**config.mk**
```make
export PLATFORM = sky130hd
export DESIGN_NAME = t3_align_shift
export DESIGN_NICKNAME = d
export VERILOG_FILES = /design/src/rtl/t3_align_shift.sv
export SDC_FILE = /design/constraint.sdc
export NUM_CORES = 1
export LEC_CHECK = 0
export CORE_MARGIN = 2
export CORE_UTILIZATION = 40
export DETAILED_ROUTE_END_ITERATION = 7
export DONT_BUFFER_PORTS = 1
export PLACE_DENSITY = 0.53
export SYNTH_ARGS = -nofsm -noshare
export SYNTH_HDL_FRONTEND = slang
export SYNTH_HIERARCHICAL = 1
export SYNTH_SLANG_ARGS = --single-unit
```
**constraint.sdc**
```tcl
create_clock -name clk -period 3.8 [get_ports clk]
set_clock_uncertainty 0.15 [all_clocks]
set_input_delay 0.76 -clock clk [delete_from_list [all_inputs] [get_ports clk]]
set_output_delay 0.76 -clock clk [all_outputs]
set_load 0.02 [all_outputs]
```
**src/rtl/t3_align_shift.sv**
```systemverilog
// t3_align_shift -- two-stage alignment shifter for the MAF datapath (T3_1/T3_2).
//
// Shifts the pre-placed addend field right by the exponent difference d,
// per precision mode, and hands the aligned word, mode, signs and d to T4_1.
//   T3_1: coarse shift by multiples of 16 (d[6:4], dual lanes d[5:4]).
//   T3_2: fine shift by d[3:0] (dual high lane d[9:6]).
// Both stages use valid/ready flow control. Depth is 2 and throughput is 1 beat/cycle.
// An empty T3_2 slot accepts from T3_1 even while downstream is stalled.
//
// Modes (cont): 000 double [73:0], 001 dual (high [69:35], low [34:0]),
//               010 single [73:26]; anything else is invalid and yields sh_reg=0.
//
// Ports:
//   clk, rst_n                   clock, async active-low reset
//   in_valid/in_ready            input handshake (in_ready is combinational)
//   cont_in, addend_in, d_in     mode, unshifted addend, shift amount
//   S_{A,B,C}[_H]_in             operand signs (low/only lane, high lane)
//   out_valid/out_ready          output handshake
//   sh_reg_T3_2                  aligned addend
//   cont/d/S_*_T3_2              delayed side-band
//   sticky_T3_2, sticky_h_T3_2   OR of shifted-out bits (low/only, high lane)
//
// Build option: `define ALIGN_STICKY_EN to generate the sticky logic.
// When the macro is not defined, both sticky outputs are tied to 0.

module t3_align_rsh #(
  parameter int W  = 74,
  parameter int AW = 7
) (
  input  logic [W-1:0]  x,
  input  logic [AW-1:0] sh,
  output logic [W-1:0]  y
`ifdef ALIGN_STICKY_EN
  , output logic        lost
`endif
);
  assign y = x >> sh;
`ifdef ALIGN_STICKY_EN
  localparam logic [W-1:0] ONES = '1;
  // An amount at or above W makes the mask all ones, so the whole field counts as lost.
  assign lost = |(x & ~(ONES << sh));
`endif
endmodule

module t3_align_shift #(
  parameter int W_SH = 74,
  parameter int W_D  = 12
) (
  input  logic            clk,
  input  logic            rst_n,
  input  logic            in_valid,
  output logic            in_ready,
  input  logic [2:0]      cont_in,
  input  logic [W_SH-1:0] addend_in,
  input  logic [W_D-1:0]  d_in,
  input  logic            S_A_in,
  input  logic            S_B_in,
  input  logic            S_C_in,
  input  logic            S_A_H_in,
  input  logic            S_B_H_in,
  input  logic            S_C_H_in,
  output logic            out_valid,
  input  logic            out_ready,
  output logic [W_SH-1:0] sh_reg_T3_2,
  output logic [2:0]      cont_T3_2,
  output logic [W_D-1:0]  d_T3_2,
  output logic            S_A_T3_2,
  output logic            S_B_T3_2,
  output logic            S_C_T3_2,
  output logic            S_A_H_T3_2,
  output logic            S_B_H_T3_2,
  output logic            S_C_H_T3_2,
  output logic            sticky_T3_2,
  output logic            sticky_h_T3_2
);
  localparam int STAGES    = 2;
  localparam int NUM_LANES = 2;              // dual-mode lanes
  localparam int W_LN      = 35;             // dual lane field width
  localparam int W_SGL     = 48;             // single field width
  localparam int SGL_LSB   = W_SH - W_SGL;   // single field sits at the top

  localparam logic [2:0] M_DBL  = 3'b000;
  localparam logic [2:0] M_DUAL = 3'b001;
  localparam logic [2:0] M_SGL  = 3'b010;

  typedef struct packed {
    logic [2:0]     cont;
    logic [W_D-1:0] d;
    logic           s_a, s_b, s_c, s_a_h, s_b_h, s_c_h;
  } meta_t;

  // ---------------- flow control ----------------
  logic [STAGES:1] vld_pipe;
  logic            s1_load, s2_load, s1_en, s2_en;

  assign s2_load   = !vld_pipe[2] || out_ready;
  assign s1_load   = !vld_pipe[1] || s2_load;
  assign in_ready  = s1_load;
  assign out_valid = vld_pipe[2];
  assign s1_en     = s1_load && in_valid;
  assign s2_en     = s2_load && vld_pipe[1];

  always_ff @(posedge clk or negedge rst_n) begin
    if (!rst_n) begin
      vld_pipe <= '0;
    end else begin
      if (s1_load) vld_pipe[1] <= in_valid;
      if (s2_load) vld_pipe[2] <= vld_pipe[1];
    end
  end

  // ---------------- T3_1: coarse shift ----------------
  meta_t                              meta_in, meta_1, meta_2;
  logic                               dbl0, sgl0, dual0, dbl1, sgl1, dual1;
  logic [W_SH-1:0]                    wide0, wide0_sh, word0_nx, word_1;
  logic [W_SH-1:0]                    wide1_sh, word1_nx, word_2;
  logic [NUM_LANES-1:0][W_LN-1:0]     ln0, ln0_sh, ln1, ln1_sh;
`ifdef ALIGN_STICKY_EN
  logic                               wide0_lost, wide1_lost;
  logic [NUM_LANES-1:0]               ln0_lost, ln1_lost;
`endif

  assign meta_in = '{cont: cont_in, d: d_in, s_a: S_A_in, s_b: S_B_in, s_c: S_C_in,
                     s_a_h: S_A_H_in, s_b_h: S_B_H_in, s_c_h: S_C_H_in};

  assign dbl0  = cont_in == M_DBL;
  assign sgl0  = cont_in == M_SGL;
  assign dual0 = cont_in == M_DUAL;

  // Single mode discards whatever sits below the field before shifting.
  assign wide0 = dbl0 ? addend_in :
                 sgl0 ? {addend_in[W_SH-1:SGL_LSB], {SGL_LSB{1'b0}}} : '0;
  assign ln0   = addend_in[2*W_LN-1:0];

  t3_align_rsh #(.W(W_SH), .AW(7)) u_wide_c (
    .x  (wide0),
    .sh ({d_in[6:4], 4'b0000}),
    .y  (wide0_sh)
`ifdef ALIGN_STICKY_EN
    , .lost (wide0_lost)
`endif
  );

  // ---------------- T3_2: fine shift (wide path) ----------------
  assign dbl1  = meta_1.cont == M_DBL;
  assign sgl1  = meta_1.cont == M_SGL;
  assign dual1 = meta_1.cont == M_DUAL;
  assign ln1   = word_1[2*W_LN-1:0];

  t3_align_rsh #(.W(W_SH), .AW(4)) u_wide_f (
    .x  (word_1),
    .sh (meta_1.d[3:0]),
    .y  (wide1_sh)
`ifdef ALIGN_STICKY_EN
    , .lost (wide1_lost)
`endif
  );

  // Each dual lane shifts within its own 35 bits, so nothing crosses into the other lane.
  for (genvar l = 0; l < NUM_LANES; l++) begin : g_lane
    t3_align_rsh #(.W(W_LN), .AW(6)) u_c (
      .x  (ln0[l]),
      .sh ({d_in[6*l+5 -: 2], 4'b0000}),
      .y  (ln0_sh[l])
`ifdef ALIGN_STICKY_EN
      , .lost (ln0_lost[l])
`endif
    );
    t3_align_rsh #(.W(W_LN), .AW(4)) u_f (
      .x  (ln1[l]),
      .sh (meta_1.d[6*l+3 -: 4]),
      .y  (ln1_sh[l])
`ifdef ALIGN_STICKY_EN
      , .lost (ln1_lost[l])
`endif
    );
  end

  // Reassemble the word by mode. In single mode, bits that slide below the field are dropped.
  always_comb begin
    word0_nx = '0;
    if (dbl0)       word0_nx = wide0_sh;
    else if (sgl0)  word0_nx = {wide0_sh[W_SH-1:SGL_LSB], {SGL_LSB{1'b0}}};
    else if (dual0) word0_nx = {{(W_SH-2*W_LN){1'b0}}, ln0_sh};
  end

  always_comb begin
    word1_nx = '0;
    if (dbl1)       word1_nx = wide1_sh;
    else if (sgl1)  word1_nx = {wide1_sh[W_SH-1:SGL_LSB], {SGL_LSB{1'b0}}};
    else if (dual1) word1_nx = {{(W_SH-2*W_LN){1'b0}}, ln1_sh};
  end

  always_ff @(posedge clk or negedge rst_n) begin
    if (!rst_n) begin
      meta_1 <= '0;
      word_1 <= '0;
      meta_2 <= '0;
      word_2 <= '0;
    end else begin
      if (s1_en) begin
        meta_1 <= meta_in;
        word_1 <= word0_nx;
      end
      if (s2_en) begin
        meta_2 <= meta_1;
        word_2 <= word1_nx;
      end
    end
  end

  // ---------------- sticky ----------------
`ifdef ALIGN_STICKY_EN
  logic [1:0] st0_nx, st_1, st1_nx, st_2;   // [1] high lane, [0] low/only lane

  always_comb begin
    st0_nx = '0;
    if (dbl0)       st0_nx[0] = wide0_lost;
    else if (sgl0)  st0_nx[0] = wide0_lost | (|wide0_sh[SGL_LSB-1:0]);
    else if (dual0) st0_nx    = ln0_lost;
  end

  always_comb begin
    st1_nx = '0;
    if (dbl1)       st1_nx[0] = st_1[0] | wide1_lost;
    else if (sgl1)  st1_nx[0] = st_1[0] | wide1_lost | (|wide1_sh[SGL_LSB-1:0]);
    else if (dual1) st1_nx    = st_1 | ln1_lost;
  end

  always_ff @(posedge clk or negedge rst_n) begin
    if (!rst_n) begin
      st_1 <= '0;
      st_2 <= '0;
    end else begin
      if (s1_en) st_1 <= st0_nx;
      if (s2_en) st_2 <= st1_nx;
    end
  end

  assign sticky_T3_2   = st_2[0];
  assign sticky_h_T3_2 = st_2[1];
`else
  assign sticky_T3_2   = 1'b0;
  assign sticky_h_T3_2 = 1'b0;
`endif

  // ---------------- outputs ----------------
  assign sh_reg_T3_2 = word_2;
  assign cont_T3_2   = meta_2.cont;
  assign d_T3_2      = meta_2.d;
  assign S_A_T3_2    = meta_2.s_a;
  assign S_B_T3_2    = meta_2.s_b;
  assign S_C_T3_2    = meta_2.s_c;
  assign S_A_H_T3_2  = meta_2.s_a_h;
  assign S_B_H_T3_2  = meta_2.s_b_h;
  assign S_C_H_T3_2  = meta_2.s_c_h;

endmodule

```
# After elaboration in Yosys (flattened, before gate mapping)
# Index checks and enable logic that the tools add are counted.
[classes]
n_eq_ne = 4
n_shift = 6
n_mux = 8
n_reduce_logical = 8
[op_table]
columns = ["cell", "count"]
rows = [
  ["$mux 74", 6],
  ["$mux 70", 2],
  ["$shr 74x4->74", 1],
  ["$shr 74x7->74", 1],
  ["$shr 35x4->35", 2],
  ["$shr 35x6->35", 2],
  ["$eq 3x1->1 const B", 2],
  ["$eq 3x2->1 const B", 2],
  ["$logic_not 3->1", 2],
  ["$logic_and 1x1->1", 2],
  ["$logic_not 1->1", 2],
  ["$logic_or 1x1->1", 2],
]
[totals]
reg_bits = 192
input_bits = 99

# Logic depth before layout (Yosys ltp)
# Gate-level depths: netlist (run 1).
[depth]
word_depth = 6
depth_mapped = 12

# By module
# The synthesis (run 1) kept the hierarchy.
[modules_own_cells]
columns = ["module", "n_inst", "cells_each", "area_each_um2", "seq_area_each_um2"]
rows = [
  ["t3_align_shift", 1, 823, 9161.3, 4804.6],
  ["t3_align_rsh at u_wide_c", 1, 543, 5296.3, 0.0],
  ["t3_align_rsh at g_lane[0].u_c ...", 2, 241, 2108.3, 0.0],
  ["t3_align_rsh at u_wide_f", 1, 295, 3603.5, 0.0],
  ["t3_align_rsh at g_lane[0].u_f ...", 2, 207, 1586.5, 0.0],
]

# Least setup slack after synthesis (run 1)
# Ideal clock, no wire load.
[synth_path]
path_type = "input -> register"
from = "in cont_in[2]"
to = "reg word_1[1]"
setup_time_ns = 0.125
arrival_time_ns = 3.126
required_ns = 3.525
path_slack_ns = 0.400
cell_stages = 12
path_cell_list = "nor2_1 -> buf_2 -> clkbuf_1 -> and2_1 -> mux4_2 -> mux2_1 -> mux4_2 -> nand2_1 -> o211ai_1 -> mux2i_1 -> nor2_1 -> mux2_2"
[synth_between]
elab_chain_cells = 5
[synth_rtl]
columns = ["item", "line", "rtl"]
rows = [
  ["from (decl)", "53", "input logic [2:0] cont_in,"],
  ["$eq 3x2->1", "127", "assign sgl0 = cont_in == M_SGL;"],
  ["$mux 74", "132", "sgl0 ? {addend_in[W_SH-1:SGL_LSB], {SGL_LSB{1'b0}}} : '0;"],
  ["$mux 74 *", "131", "assign wide0 = dbl0 ? addend_in :"],
  ["net wide0[49]", "115", "logic [W_SH-1:0] wide0, wide0_sh, word0_nx, word_1;"],
  ["$shr 74x7->74 *", "37", "assign y = x >> sh;"],
  ["net wide0_sh[1]", "115", ""],
  ["$mux 74 *", "182", "if (dbl0) word0_nx = wide0_sh;"],
  ["to (signal assigned)", "203", "word_1 <= word0_nx;"],
  ["to (decl)", "115", ""],
]
# The timed path passes the listed nets; every way through them passes the cells marked *.
# A chain may end at the register's enable or synchronous reset.

# Worst setup path after layout (run 1)
[layout_path]
from = "in cont_in[0]"
to = "reg word_1[19]"
# The elaborated chain is that of the path after synthesis.

==> results of run 1 <==
==> path summary, 6_finish.rpt <==
kind / depth (start not counted) / slack (ns) / endpoint
min in group clk: 1 / 0.29 / meta_1[14]$_DFFE_PN0P_
hold / removal: 0 / -0.14 / sh_reg_T3_2[18]$_DFFE_PN0P_
max in group asynchronous: 0 / 3.31 / meta_1[13]$_DFFE_PN0P_
hold reg to reg: 1 / 0.35 / meta_1[16]$_DFFE_PN0P_
setup reg to reg: 6 / 0.78 / sh_reg_T3_2[48]$_DFFE_PN0P_
setup / recovery: 10 / 0.30 / word_1[19]$_DFFE_PN0P_
==> power by group through the flow <==
| stage | combinational (mW) | clock, mW | sequential [mW] |
|---|---|---|---|
| finish | 4.20 | 1.91 | 3.13 |
| global placement | 4.04 | 0 | 3.15 |
| detailed placement | 4.06 | 0 | 3.16 |
| floorplan | 3.40 | 0 | 2.85 |
| CTS | 4.07 | 1.96 | 3.12 |
| global route | 4.45 | 2.05 | 3.18 |
==> cells in the final DEF (no fill, tap or decap), drive strengths merged, types with 19 or more instances in the layout <==
master	instances
mux2i	356
mux2	234
mux4	234
nor2	201
dfrtp	192
a21oi	177
nand2	154
a22oi	133
and2	89
buf	65
a31oi	61
o22ai	50
o21ai	39
inv	35
nor3	27
o2bb2ai	26
conb	25
o221ai	25
nand2b	25
a211oi	25
nand3	22
clkbuf	20
nor2b	19
==> through the flow <==
stage	worst slack, ns	instance area (µm²)
2_1_floorplan	0.3998	25540
3_3_place_gp	-0.08051	25380
3_5_place_dp	-0.04273	25380
4_1_cts	0.4474	25980
5_1_grt	0.3214	25980
6_report	0.2967	25980
==> kinds of logic after synthesis <==
| group | after synthesis |
|---|---|
| DFF | 192 |
| buffers and inverters | 306 |
| and+or+nand+nor | 588 |
| muxes | 824 |
| other | 1 |
| AOI/OAI and AO/OA | 646 |
==> per-layer routing <==
layer | global-route usage, % | up-vias | part of all wire [%]
li1 | - | 9695 | -
met4 | 8.073 | 2 | 2.8
met3 | 3.776 | 151 | 8.0
met2 | 42.43 | 1254 | 45
met1 | 41.19 | 11260 | 45
met5 | 0 | - | 0.014
==> layout make-up <==
class / instances / area (µm²)
flip-flops and latches: 192 / 4821
repair buffers: 65 / 525.5
clock buffers: 20 / 446.7
diodes: 2 / 5.005
multi-input cells: 2083 / 18830
clock inverters: 11 / 155.1
inverters: 38 / 146.4
well taps: 846 / 1059
fillers: 6247 / 36980
==> state kept, by name, summed over array words and instances (netlist names), 2 cells and up <==
name	cells
vld_pipe	2
word_1	74
d_T3_2	12
sh_reg_T3_2	74
cont_T3_2	3
meta_1	21
==> results.ini, run 1 <==
[sta]
drv_slew = 0
setup_violations = 0
period_minus_slack_ns = 3.503
rsz0062_at_grt = no
fmax_mhz = 285.4
post-route-period-util_pct = 92.19
slew_headroom_pct = 29.01
finalHoldViolCount = 192
setup_tns_ns = 0
worst_pin_slew_ns = 1.052
hold-worst-slack_ns = -0.1391

[synth]
syn_inst = 2557
async_reset_ff_share_pct = 100.0
synth_top_area_share_pct = 19.56
synth-seq-area-share_pct = 18.88
synth.area.mux_share_pct = 45.30
synth-simple-area-share_pct = 10.94
syn_area_per_cell_um2 = 9.953
synth_enable_flop_cells = 0
synth-adder-area-share_pct = 0
synth_top_cell_by_area = mux4_2
synth_top_family_by_area = multiplexers
yosys_warnings = 6
ys_top_cells_by_area = mux4_2, dfrtp_1, mux2i_1
synth_most_common_cell = mux2i_1
synth_xor_area_share_pct = 0
yosys_register_bits = 192
synth_area_um2 = 25450
synth-compound-area-share_pct = 17.24
synth.distinct_cells = 79
synth_ff_type = dfrtp_1
synth_commonest_cells = mux2i_1, mux2_2, mux4_2, nor2_1, dfrtp_1

[pwr]
clkPwrFrac_pct = 20.7
pwr-share-seq_pct = 33.8
switching_share_pct = 42.92
p_leak_nw = 9.982
internal_power_mw = 5.275
totalPowerFinal_mw = 9.241
cellPowerDensity_nw_per_um2 = 355.6
switching_power_mw = 3.966
ir_drop_uv = 346.1
pwr-share-comb_pct = 45.5

[critical_path]
crit_slowest_cell = mux4_2
path_buf_inv = 0
cp.required_ns = 3.99
startpoint = cont_in[0]
end_kind = register
critPathTopFamily = multiplexers
arrival_ns = 3.69
critPathMaxStageDelay_ns = 0.54
path_class = input port to register
regToRegStartpoint = meta_1[8]$_DFFE_PN0P_
crit_top_cell = mux4_2
startpoint_type = input port
critPathMaxFanout = 41
crit_path_cell_trace = nor2_4 -> and2_1 -> mux4_2 -> mux4_2 -> nor2b_1 -> a21oi_1 -> o221ai_1 -> mux2i_1 -> nor2_1 -> mux2_2

[place]
dp.cells = 3224
dp_hpwl_mm = 71.23
io_buffers = 0
gp_congestion = 0.9699

[route]
ant_nets = 0
initialDrtViolationCount = 2765
wire_per_inst_um = 29.11
via_per_inst = 6.867
vias = 22370
drc = 0
drtPass1Iterations = 8
drt_wl_total_mm = 94.80

[die]
die_h_um = 256.2
die_w_um = 256.2
die-area_um2 = 65660
core-area_um2 = 62970
num_rows = 92
start_util_pct = 40.42
io_pins = 198

[global_routing]
overflow = 0
grt_pass1_vias = 21070
track_usage_pct = 27.90
grt_max_degree = 193
grt_pass1_wl_mm = 141.6
antenna_found_initial = 2

[clock_network]
cts_buffer_depth = 2
htree_num_levels = 4
clkLatencyLatePin_ns = 0.46
path_clk_slew_ns = 0.08
cts_root_buf = clkbuf_16
cts_setup_buffers = 0
cts.sinks = 192
cts_resized = 0
cts_tree = yes
cts_made_buffers = 17

[flow_run]
drv_cap = 0

[cells_and_area]
post-route-util_pct = 41.27
syn2layout_area_growth_pct = 2.094
layout.nets = 2496
finalNonFillerCells = 3257
drive_above_1_share_pct = 24.45

[outcome]
status = finished with violations
violations = hold timing

[hold_path]
min_path_type = input port to async pin

No activity file was read; power rests on OpenSTA's default activity.
==> run 2: changes to the inputs <==
--- a/config.mk
+++ b/config.mk
@@ -6,10 +6,10 @@
 export NUM_CORES = 1
 export LEC_CHECK = 0
 export CORE_MARGIN = 2
-export CORE_UTILIZATION = 40
+export CORE_UTILIZATION = 38
 export DETAILED_ROUTE_END_ITERATION = 7
 export DONT_BUFFER_PORTS = 1
-export PLACE_DENSITY = 0.53
+export PLACE_DENSITY = 0.51
 export SYNTH_ARGS = -nofsm -noshare
 export SYNTH_HDL_FRONTEND = slang
 export SYNTH_HIERARCHICAL = 1
==> run 2 against run 1 <==
Net effect:
- the flow still finishes with violations (hold timing)
- power rose by 0.88%
- non-clock buffer count grew 27
- fmax rose by 0.60%
- global-route usage is 0.24 points lower
- sequential power is essentially flat
- die area rose by 5.2%
- utilization fell by 1.5 points
- critical path depth did not move
- first-iteration DRC count shrank 10%
- combinational power is 1% higher
- sequential share of layout area is 0.16 points lower
- register-to-register slack hardly changed
- critical path type unchanged
==> results.ini, run 2 (synthesis gave the netlist of run 1 again) <==
[outcome]
status = finished with violations
violations = hold timing

[route]
via_per_inst = 6.791  ; -1.1%
drtPass1Iterations = 6  ; -2
vias = 22430  ; +0.29%
drt_wl_total_mm = 98.33  ; +3.7%
drc = 0  ; unchanged
wire_per_inst_um = 29.77  ; +2.3%
ant_nets = 0  ; unchanged
initialDrtViolationCount = 2475  ; -10%

[cells_and_area]
fillerInstances = 6523  ; +4.4%
layout.nets = 2523  ; +1.1%
drive_above_1_share_pct = 25.33  ; +0.88 points
layout.cells.most_common_list = mux2i_1, mux2_2, mux4_2, nor2_1, dfrtp_1
final_common_cell = mux2i_1
post-route-util_pct = 39.73  ; -1.5 points
finalNonFillerCells = 3303  ; +1.4%
syn2layout_area_growth_pct = 2.994

[critical_path]
startpoint = cont_in[0]
rr_worst_depth = 6  ; unchanged
crit_top_cell = mux4_2
critPathMaxFanout = 47  ; +15%
reg2reg_to = sh_reg_T3_2[61]$_DFFE_PN0P_
crit_end = word_1[19]$_DFFE_PN0P_
cp.required_ns = 4.00  ; about the same
crit_path_cell_trace = nor2_4 -> and2_1 -> mux4_2 -> mux4_2 -> nor2b_1 -> a21oi_1 -> o221ai_1 -> mux2i_1 -> nor2_1 -> mux2_2
path_class = input port to register
critPathMaxStageDelay_ns = 0.52  ; -0.02 ns
end_kind = register
arrival_ns = 3.68  ; about the same
regToRegStartpoint = meta_1[8]$_DFFE_PN0P_
r2r_slack_ns = 0.79  ; about the same
crit_slowest_cell = mux4_2
startpoint_type = input port

[place]
dp.cells = 3269  ; +1.4%
gp_congestion = 1.001  ; +3.2%
dp_hpwl_mm = 74.13  ; +4.1%
io_buffers = 0  ; unchanged

[die]
die_w_um = 262.8  ; +2.6%
core-area_um2 = 65980  ; +4.8%
num_rows = 94  ; +2.2%
io_pins = 198  ; unchanged
die-area_um2 = 69060  ; +5.2%
start_util_pct = 38.57  ; -1.8 points
die_h_um = 262.8  ; +2.6%

[clock_network]
cts_buffer_depth = 2  ; unchanged
cts_root_buf = clkbuf_16
cts_resized = 0  ; unchanged
cts_setup_buffers = 0  ; unchanged
cts.sinks = 192  ; unchanged
path_clk_slew_ns = 0.07  ; about the same
cts_tree = yes
clkLatencyLatePin_ns = 0.46  ; about the same
cts_made_buffers = 17  ; unchanged
htree_num_levels = 4  ; unchanged

[sta]
hold-worst-slack_ns = -0.1427  ; -0.003622 ns
setup_tns_ns = 0  ; unchanged
worst_pin_slew_ns = 1.071  ; +0.01931 ns
setup_violations = 0  ; unchanged
rsz0062_at_grt = no
period_minus_slack_ns = 3.482  ; -0.02096 ns
slew_headroom_pct = 27.71  ; -1.3 points
finalHoldViolCount = 192  ; unchanged
post-route-period-util_pct = 91.64  ; -0.55 points
drv_slew = 0  ; unchanged
fmax_mhz = 287.2  ; +0.60%

[global_routing]
grt_pass1_vias = 21480  ; +2.0%
track_usage_pct = 27.66  ; -0.24 points
overflow = 0  ; unchanged
grt_pass1_wl_mm = 146.3  ; +3.3%
antenna_found_initial = 1  ; -1
grt_max_degree = 193  ; unchanged

[pwr]
p_leak_nw = 10.13  ; +1.5%
totalPowerFinal_mw = 9.323  ; +0.88%
cellPowerDensity_nw_per_um2 = 355.7  ; about the same
ir_drop_uv = 368.9  ; +6.6%

[hold_path]
min_path_type = input port to async pin

[flow_run]
drv_cap = 0  ; unchanged

run 2: cell types whose count changed in the layout (fill, tap and decap cells not counted):
cell and delta:
diode_2 +1, clkinv_4 +1, buf_4 +27, inv_6 -1, clkinv_2 +1, clkbuf_1 -1
run 2: final cells by class:
type	count	area, µm²	area share (%)
diodes	3	7.507	0.02864
clock buffers	19	442.9	1.690
clock inverters	12	160.2	0.6110
inverters	38	146.4	0.5585
multi-input cells	2083	18830	71.82
flip-flops and latches	192	4821	18.39
well taps	864	1081	4.124
repair buffers	92	728.2	2.778
run 2: how the worst min path moves through the flow:
stage          start                          to
6_report       rst_n  sh_reg_T3_2[5]$_DFFE_PN0P_
5_1_grt        rst_n       d_T3_2[6]$_DFFE_PN0P_
4_1_cts        rst_n       d_T3_2[8]$_DFFE_PN0P_
3_5_place_dp   rst_n  sh_reg_T3_2[6]$_DFFE_PN0P_
3_3_place_gp   rst_n  sh_reg_T3_2[5]$_DFFE_PN0P_
2_1_floorplan  rst_n      S_A_H_T3_2$_DFFE_PN0P_
run 2: power breakdown:
group          internal, mW  switching, mW  total (mW)
logic                  1.88           2.37        4.25
clock network          1.06          0.872        1.93
registers              2.35          0.796        3.14
total                  5.28           4.04        9.32
run 2: layer usage:
metal / vias up / track usage (%) / part of all wire, %
li1: 9730 / - / -
met1: 11340 / 39.88 / 45
met2: 1174 / 41.23 / 44
met3: 183 / 4.442 / 7.8
met4: 0 / 11.01 / 4.0
met5: - / 0 / 0
run 2: through the flow:
step / cell area [µm²] / setup slack (ns)
final: 26210 / 0.3176
after detailed placement: 25600 / -0.1263
after floorplan: 25540 / 0.3998
after global routing: 26210 / 0.2939
after global placement: 25600 / -0.09448
after CTS: 26210 / 0.3729
run 2: worst max-delay path, delay by kind of cell:
kind	cells	cell delay, ns
AOI/OAI and AO/OA	2	0.72
muxes	4	1.54
and+or+nand+nor	4	0.60
